## src/rtl/fft8_bitrev_reorder_if.sv

```systemverilog
// Stream bundle between the FFT output, the bit-reversal reorder buffer and its consumer.
// The slave modport is the reorder block's view; the master modport is the driver/consumer view.
interface fft8_bitrev_reorder_if #(
   parameter int DW = 24
);
   logic          in_valid;
   logic [DW-1:0] in_data;
   logic          in_sof;
   logic          out_valid;
   logic [DW-1:0] out_data;
   logic          out_sof;
   logic          out_eof;
   logic          sync_err;

   modport slave (
      input  in_valid, in_data, in_sof,
      output out_valid, out_data, out_sof, out_eof, sync_err
   );

   modport master (
      output in_valid, in_data, in_sof,
      input  out_valid, out_data, out_sof, out_eof, sync_err
   );
endinterface

```

## src/rtl/fft8_bitrev_reorder.sv

```systemverilog
// Ping-pong reorder buffer: writes FFT bins at bit-reversed addresses and
// streams each completed frame back out in natural bin order with sof/eof markers.
module fft8_bitrev_reorder #(
   parameter int N     = 8,
   parameter int LOG2N = 3,
   parameter int DW    = 24
) (
   input  logic                 clk,
   input  logic                 rst,
   fft8_bitrev_reorder_if.slave bus
);

   typedef enum logic [0:0] {ST_IDLE = 1'b0, ST_READ = 1'b1} rd_state_t;

   function automatic logic [LOG2N-1:0] bitrev(input logic [LOG2N-1:0] a);
      logic [LOG2N-1:0] r;
      r = '0;
      for (int i = 0; i < LOG2N; i++) r[i] = a[LOG2N-1-i];
      return r;
   endfunction

   logic [DW-1:0]    mem_r [2][N];
   logic [LOG2N-1:0] wr_cnt_r;
   logic             wr_bank_r;
   logic [1:0]       bank_full_r;
   logic [1:0]       bank_full_nxt_s;
   logic             sync_err_r;
   logic             wr_restart_s;
   logic             wr_last_s;
   logic [LOG2N-1:0] wr_addr_s;

   rd_state_t        state_r, state_nxt_s;
   logic [LOG2N-1:0] rd_cnt_r, rd_cnt_nxt_s;
   logic             rd_bank_r, rd_bank_nxt_s;
   logic             rd_done_s;

   logic             out_valid_r, out_sof_r, out_eof_r;
   logic [DW-1:0]    out_data_r;

   // A mid-frame sof restarts the frame at slot 0 of the current bank.
   assign wr_restart_s = bus.in_valid & bus.in_sof & (wr_cnt_r != {LOG2N{1'b0}});
   assign wr_last_s    = bus.in_valid & ~wr_restart_s & (wr_cnt_r == LOG2N'(N-1));
   assign wr_addr_s    = wr_restart_s ? {LOG2N{1'b0}} : bitrev(wr_cnt_r);

   // Write-side counter, bank select and sync error pulse
   always_ff @(posedge clk) begin
      if (rst) begin
         wr_cnt_r   <= {LOG2N{1'b0}};
         wr_bank_r  <= 1'b0;
         sync_err_r <= 1'b0;
      end else begin
         sync_err_r <= wr_restart_s;
         if (bus.in_valid) begin
            if (wr_restart_s) begin
               wr_cnt_r <= LOG2N'(1);
            end else if (wr_last_s) begin
               wr_cnt_r  <= {LOG2N{1'b0}};
               wr_bank_r <= ~wr_bank_r;
            end else begin
               wr_cnt_r <= wr_cnt_r + LOG2N'(1);
            end
         end
      end
   end

   // Frame storage; contents are don't-care until the matching bank_full is set
   always_ff @(posedge clk) begin
      if (bus.in_valid) mem_r[wr_bank_r][wr_addr_s] <= bus.in_data;
   end

   // Reader clear and writer set act on different banks in normal operation
   always_comb begin
      bank_full_nxt_s = bank_full_r;
      if (rd_done_s) bank_full_nxt_s[rd_bank_r] = 1'b0;
      else           bank_full_nxt_s = bank_full_nxt_s;
      if (wr_last_s) bank_full_nxt_s[wr_bank_r] = 1'b1;
      else           bank_full_nxt_s = bank_full_nxt_s;
   end

   // Bank occupancy flags
   always_ff @(posedge clk) begin
      if (rst) bank_full_r <= 2'b00;
      else     bank_full_r <= bank_full_nxt_s;
   end

   // Read FSM next-state logic
   always_comb begin
      state_nxt_s   = state_r;
      rd_cnt_nxt_s  = rd_cnt_r;
      rd_bank_nxt_s = rd_bank_r;
      rd_done_s     = 1'b0;
      case (state_r)
         ST_IDLE: begin
            if (bank_full_r[rd_bank_r]) begin
               state_nxt_s  = ST_READ;
               rd_cnt_nxt_s = {LOG2N{1'b0}};
            end else begin
               state_nxt_s = ST_IDLE;
            end
         end
         ST_READ: begin
            rd_cnt_nxt_s = rd_cnt_r + LOG2N'(1);
            if (rd_cnt_r == LOG2N'(N-1)) begin
               rd_done_s     = 1'b1;
               rd_bank_nxt_s = ~rd_bank_r;
               // Stay in READ when the other bank is ready: keeps continuous input gapless
               state_nxt_s   = bank_full_r[~rd_bank_r] ? ST_READ : ST_IDLE;
            end else begin
               state_nxt_s = ST_READ;
            end
         end
         default: begin
            state_nxt_s  = ST_IDLE;
            rd_cnt_nxt_s = {LOG2N{1'b0}};
         end
      endcase
   end

   // Read FSM state register
   always_ff @(posedge clk) begin
      if (rst) begin
         state_r   <= ST_IDLE;
         rd_cnt_r  <= {LOG2N{1'b0}};
         rd_bank_r <= 1'b0;
      end else begin
         state_r   <= state_nxt_s;
         rd_cnt_r  <= rd_cnt_nxt_s;
         rd_bank_r <= rd_bank_nxt_s;
      end
   end

   // Registered output stage; out_data holds between frames
   always_ff @(posedge clk) begin
      if (rst) begin
         out_valid_r <= 1'b0;
         out_sof_r   <= 1'b0;
         out_eof_r   <= 1'b0;
         out_data_r  <= {DW{1'b0}};
      end else if (state_r == ST_READ) begin
         out_valid_r <= 1'b1;
         out_sof_r   <= (rd_cnt_r == {LOG2N{1'b0}});
         out_eof_r   <= (rd_cnt_r == LOG2N'(N-1));
         out_data_r  <= mem_r[rd_bank_r][rd_cnt_r];
      end else begin
         out_valid_r <= 1'b0;
         out_sof_r   <= 1'b0;
         out_eof_r   <= 1'b0;
      end
   end

   assign bus.out_valid = out_valid_r;
   assign bus.out_data  = out_data_r;
   assign bus.out_sof   = out_sof_r;
   assign bus.out_eof   = out_eof_r;
   assign bus.sync_err  = sync_err_r;

endmodule
```

## src/flat_wrapper.sv

```systemverilog
// flat-port wrapper written by rule: the top's interface ports become plain ports
module fft8_bitrev_reorder_flat 
#(
   parameter int N     = 8,
   parameter int LOG2N = 3,
   parameter int DW    = 24
)
  (clk, rst, bus_in_valid, bus_in_data, bus_in_sof, bus_out_valid, bus_out_data, bus_out_sof, bus_out_eof, bus_sync_err);
  fft8_bitrev_reorder_if #(.DW(DW)) bus_i ();
  input  logic clk;
  input  logic rst;
  input wire logic [$bits(bus_i.in_valid)-1:0] bus_in_valid;
  input wire logic [$bits(bus_i.in_data)-1:0] bus_in_data;
  input wire logic [$bits(bus_i.in_sof)-1:0] bus_in_sof;
  output wire logic [$bits(bus_i.out_valid)-1:0] bus_out_valid;
  output wire logic [$bits(bus_i.out_data)-1:0] bus_out_data;
  output wire logic [$bits(bus_i.out_sof)-1:0] bus_out_sof;
  output wire logic [$bits(bus_i.out_eof)-1:0] bus_out_eof;
  output wire logic [$bits(bus_i.sync_err)-1:0] bus_sync_err;
  assign bus_i.in_valid = bus_in_valid;
  assign bus_i.in_data = bus_in_data;
  assign bus_i.in_sof = bus_in_sof;
  assign bus_out_valid = bus_i.out_valid;
  assign bus_out_data = bus_i.out_data;
  assign bus_out_sof = bus_i.out_sof;
  assign bus_out_eof = bus_i.out_eof;
  assign bus_sync_err = bus_i.sync_err;
  fft8_bitrev_reorder #(.N(N), .LOG2N(LOG2N), .DW(DW)) u_core (.clk(clk), .rst(rst), .bus(bus_i));
endmodule
```

## config.mk

```make
export PLATFORM = sky130hd
export DESIGN_NAME = fft8_bitrev_reorder_flat
export DESIGN_NICKNAME = d
export VERILOG_FILES = /design/src/rtl/fft8_bitrev_reorder_if.sv /design/src/rtl/fft8_bitrev_reorder.sv /design/src/flat_wrapper.sv
export SDC_FILE = /design/constraint.sdc
export NUM_CORES = 1
export LEC_CHECK = 0
export ABC_AREA = 1
export CAP_MARGIN = 20
export CORE_UTILIZATION = 55
export DETAILED_ROUTE_END_ITERATION = 16
export MAX_ROUTING_LAYER = met4
export PLACE_DENSITY_LB_ADDON = 0.1
export SLEW_MARGIN = 20
export SYNTH_ARGS = -nofsm -noshare
export SYNTH_HDL_FRONTEND = slang
export SYNTH_SLANG_ARGS = --single-unit
```

## constraint.sdc

```tcl
create_clock -name clk -period 4.85 [get_ports clk]
set_input_delay 1.455 -clock clk [delete_from_list [all_inputs] [get_ports clk]]
set_output_delay 1.455 -clock clk [all_outputs]
set_load 0.1 [all_outputs]
```

==> impl_metrics.yaml <==
critical_path:
  critPathBufInv: 1
  cp_cell_sequence: "clkdlybuf4s50_1"
  cpPeakStageDelay_ns: 1.16
  cp_max_fo: 2
  reg2reg_slack_ns: 2.07
  reg2reg_depth: 9
  worstSetupEndpointType: "output port"
  timing.rr.start: "u_core.rd_cnt_r[0]"
  critical_path_class: "reg -> out"
  cp.required_ns: 3.39
  timing.rr.end: "u_core.bus.out_data[9]"
  cp_top_family: "buffers and inverters"
  cpMaxStageDelayCell: "clkdlybuf4s50_1"
  critPathArrivalTime_ns: 2.03
  start_kind: "register"
cells_and_area:
  drive_gt1_frac: 0.0722
  syn2layout_area_growth_pct: 14.3
  diodes: 0
  nFillCells: 2264
  num-nets-final: 1564
pwr:
  peakVddDrop_uv: 279
  p_total_uw: 7650
  p_leak_uw: 0.00708
  cellPowerDensity_nw_per_um2: 395
cts:
  path_clk_slew_ns: 0.06
  h-tree-depth: 2
  cts_made_buffers: 44
  postCtsHoldBufs: 0
  cts_resized: 0
  clockRootBuffer: "clkbuf_16"
  clkLatencyLatePin_ns: 0.54
  postCtsSetupRepairBufs: 0
  cts_sinks: 424
  clockBufferDepth: 3
  cts_tree: "built"
logic_synthesis:
  synth_warnings: 0
  synthesis.area_um2: 16900
  avgSynthCellArea_um2: 11.4
  synthesis.nets: 1525
  seq_area_frac_synth: 0.728
  syn_inst: 1491
  ys_ff_latch: 424
  synth_cell_types: 21
placed_design:
  dp_hpwl_um: 22400
  pre_cts_slack_ns: 0.981
  place_congestion: 0.863
  port_buffers: 55
route:
  vias: 11100
  drtAntennaViolNets: 0
  dr.pass1.iters: 5
  drt-total-wl_um: 40400
  post_drt_wl_per_cell_um: 20.7
  drt_iter0_drc: 1111
  drc: 0
  vias_per_cell: 5.66
sta:
  setup_viol: 0
  clock_skew_ns: 0.0129
  slew_headroom: 0.281
  final.min_clock_period_ns: 3.49
  setup-tns-final_ns: 0
  rsz0062_at_grt: "no"
  fin_ws_ns: 1.36
  tightestPinTransition_ns: 1.08
  hold_ws_ns: 0.500
  post-route-period-util: 0.719
  hold_viol: 0
  fmax_mhz: 287
  final-max-slew-violation-count: 0
worst_hold_path:
  hold_end: "u_core.bank_full_r[1]"
  hold_depth: 2
  hp-start: "u_core.bank_full_r[1]"
  min_path_type: "reg -> reg"
die:
  die_y_um: 178
  initial_core_util: 0.566
  row_count: 63
  core_area_um2: 30000
  die-area_um2: 31500
  ios: 56
  chipWidth_um: 178
global_routing:
  grt_max_degree: 163
  antenna_found_initial: 0
  grt_pass1_vias: 10700
  globalRoute.totalOverflow: 0
  grt_usage: 0.275
  grt_pass1_wl_um: 62400
outcome:
  status: "complete, no violations"
run:
  maxCapViolations: 0
-- routing by layer --
layer	GRT usage	part of all wire	wire (µm)
met5	-	0	0
met4	0.0780	0.024	955
met3	0.0356	0.066	2680
met2	0.416	0.46	18700
met1	0.393	0.45	18000
-- through the flow --
stage	util	instances	area [µm²]
after global placement	0.598	1874	17900
after floorplan	-	1491	16900
after CTS	0.647	1955	19400
after global routing	0.647	1955	19400
after detailed placement	0.598	1874	17900
final	0.647	1955	19400
-- power by group --
part	total (µW)	internal (µW)	switching, µW
Clock	3430	2070	1360
Sequential	4030	4020	8.90
Combinational	186	53.2	133
Total	7650	6140	1510
-- cell families after synthesis --
kind of cell,share of synthesized area
AOI/OAI and AO/OA,0.00546
adders and majority gates,0.00443
buffers and inverters,0.0351
DFF,0.728
and+or+nand+nor,0.227
-- registers in the layout, summed over array words and instances, names as in the netlist, named ones only --
name	cells
u_core.rd_cnt_r	3
u_core.wr_bank_r	1
u_core.bus.out_sof	1
u_core.state_r	1
u_core.bus.sync_err	1
u_core.bank_full_r	2
u_core.bus.out_eof	1
u_core.bus.out_valid	1
u_core.wr_cnt_r	3
u_core.rd_bank_r	1
u_core.mem_r	384
u_core.bus.out_data	24
-- cell type report --
cell class / instances / area (µm²) / share of cell area
Tap cell: 390 / 488 / 0.0252
Multi-Input combinational cell: 937 / 4110 / 0.212
Timing Repair Buffer: 82 / 803 / 0.0415
Inverter: 41 / 158 / 0.00814
Clock inverter: 31 / 328 / 0.0169
Clock buffer: 50 / 1140 / 0.0591
Sequential cell: 424 / 12300 / 0.637
-- how the worst max path moves through the flow --
stage / start / endpoint / slack (ns) / depth (start not counted)
after detailed placement: bus_in_valid / u_core.mem_r[0][180] / 0.98 / 8
after CTS: u_core.bus.out_data[21] / bus_out_data[21] / 1.34 / 1
final: u_core.bus.out_data[21] / bus_out_data[21] / 1.36 / 1
after global placement: bus_in_valid / u_core.mem_r[0][180] / 1.06 / 8
after floorplan: bus_in_sof / u_core.mem_r[0][120] / 0.89 / 6
after global routing: u_core.bus.out_data[21] / bus_out_data[21] / 1.32 / 1
-- cells in the final DEF (no fill, tap or decap) --
| cell type | count |
|---|---|
| bufinv_16 | 7 |
| nand3b_1 | 1 |
| nor2_1 | 56 |
| clkbuf_16 | 45 |
| edfxtp_1 | 384 |
| clkbuf_1 | 5 |
| inv_1 | 37 |
| a32o_1 | 2 |
| and2_1 | 1 |
| nor3_1 | 2 |
| dfxtp_2 | 2 |
| inv_2 | 1 |
| o21ai_0 | 4 |
| nor2_4 | 4 |
| nand3_1 | 315 |
| clkdlybuf4s50_1 | 55 |
| inv_4 | 1 |
| o211ai_1 | 1 |
| clkinv_2 | 8 |
| clkinv_1 | 14 |
| ha_1 | 6 |
| dfxtp_4 | 2 |
| buf_12 | 4 |
| nand2_1 | 524 |
| a21oi_1 | 9 |
| buf_4 | 23 |
| nor3_2 | 12 |
| clkinvlp_4 | 1 |
| inv_6 | 3 |
| dfxtp_1 | 36 |
-- cells in the mapped netlist --
cell / count / area, µm²
a21oi_1: 9 / 45.0
a32o_1: 2 / 20.0
and2_1: 1 / 6.26
buf_1: 8 / 30.0
buf_2: 47 / 235
buf_4: 11 / 82.6
buf_6: 1 / 11.3
clkbuf_1: 22 / 82.6
clkinv_1: 1 / 3.75
dfxtp_1: 40 / 801
edfxtp_1: 384 / 11500
ha_1: 6 / 75.1
inv_1: 38 / 143
inv_2: 2 / 7.51
nand2_1: 524 / 1970
nand3_1: 315 / 1580
nand3b_1: 1 / 7.51
nor2_1: 60 / 225
nor3_1: 14 / 70.1
o211ai_1: 1 / 7.51
o21ai_0: 4 / 20.0
Power figures use the tool's default switching activity.
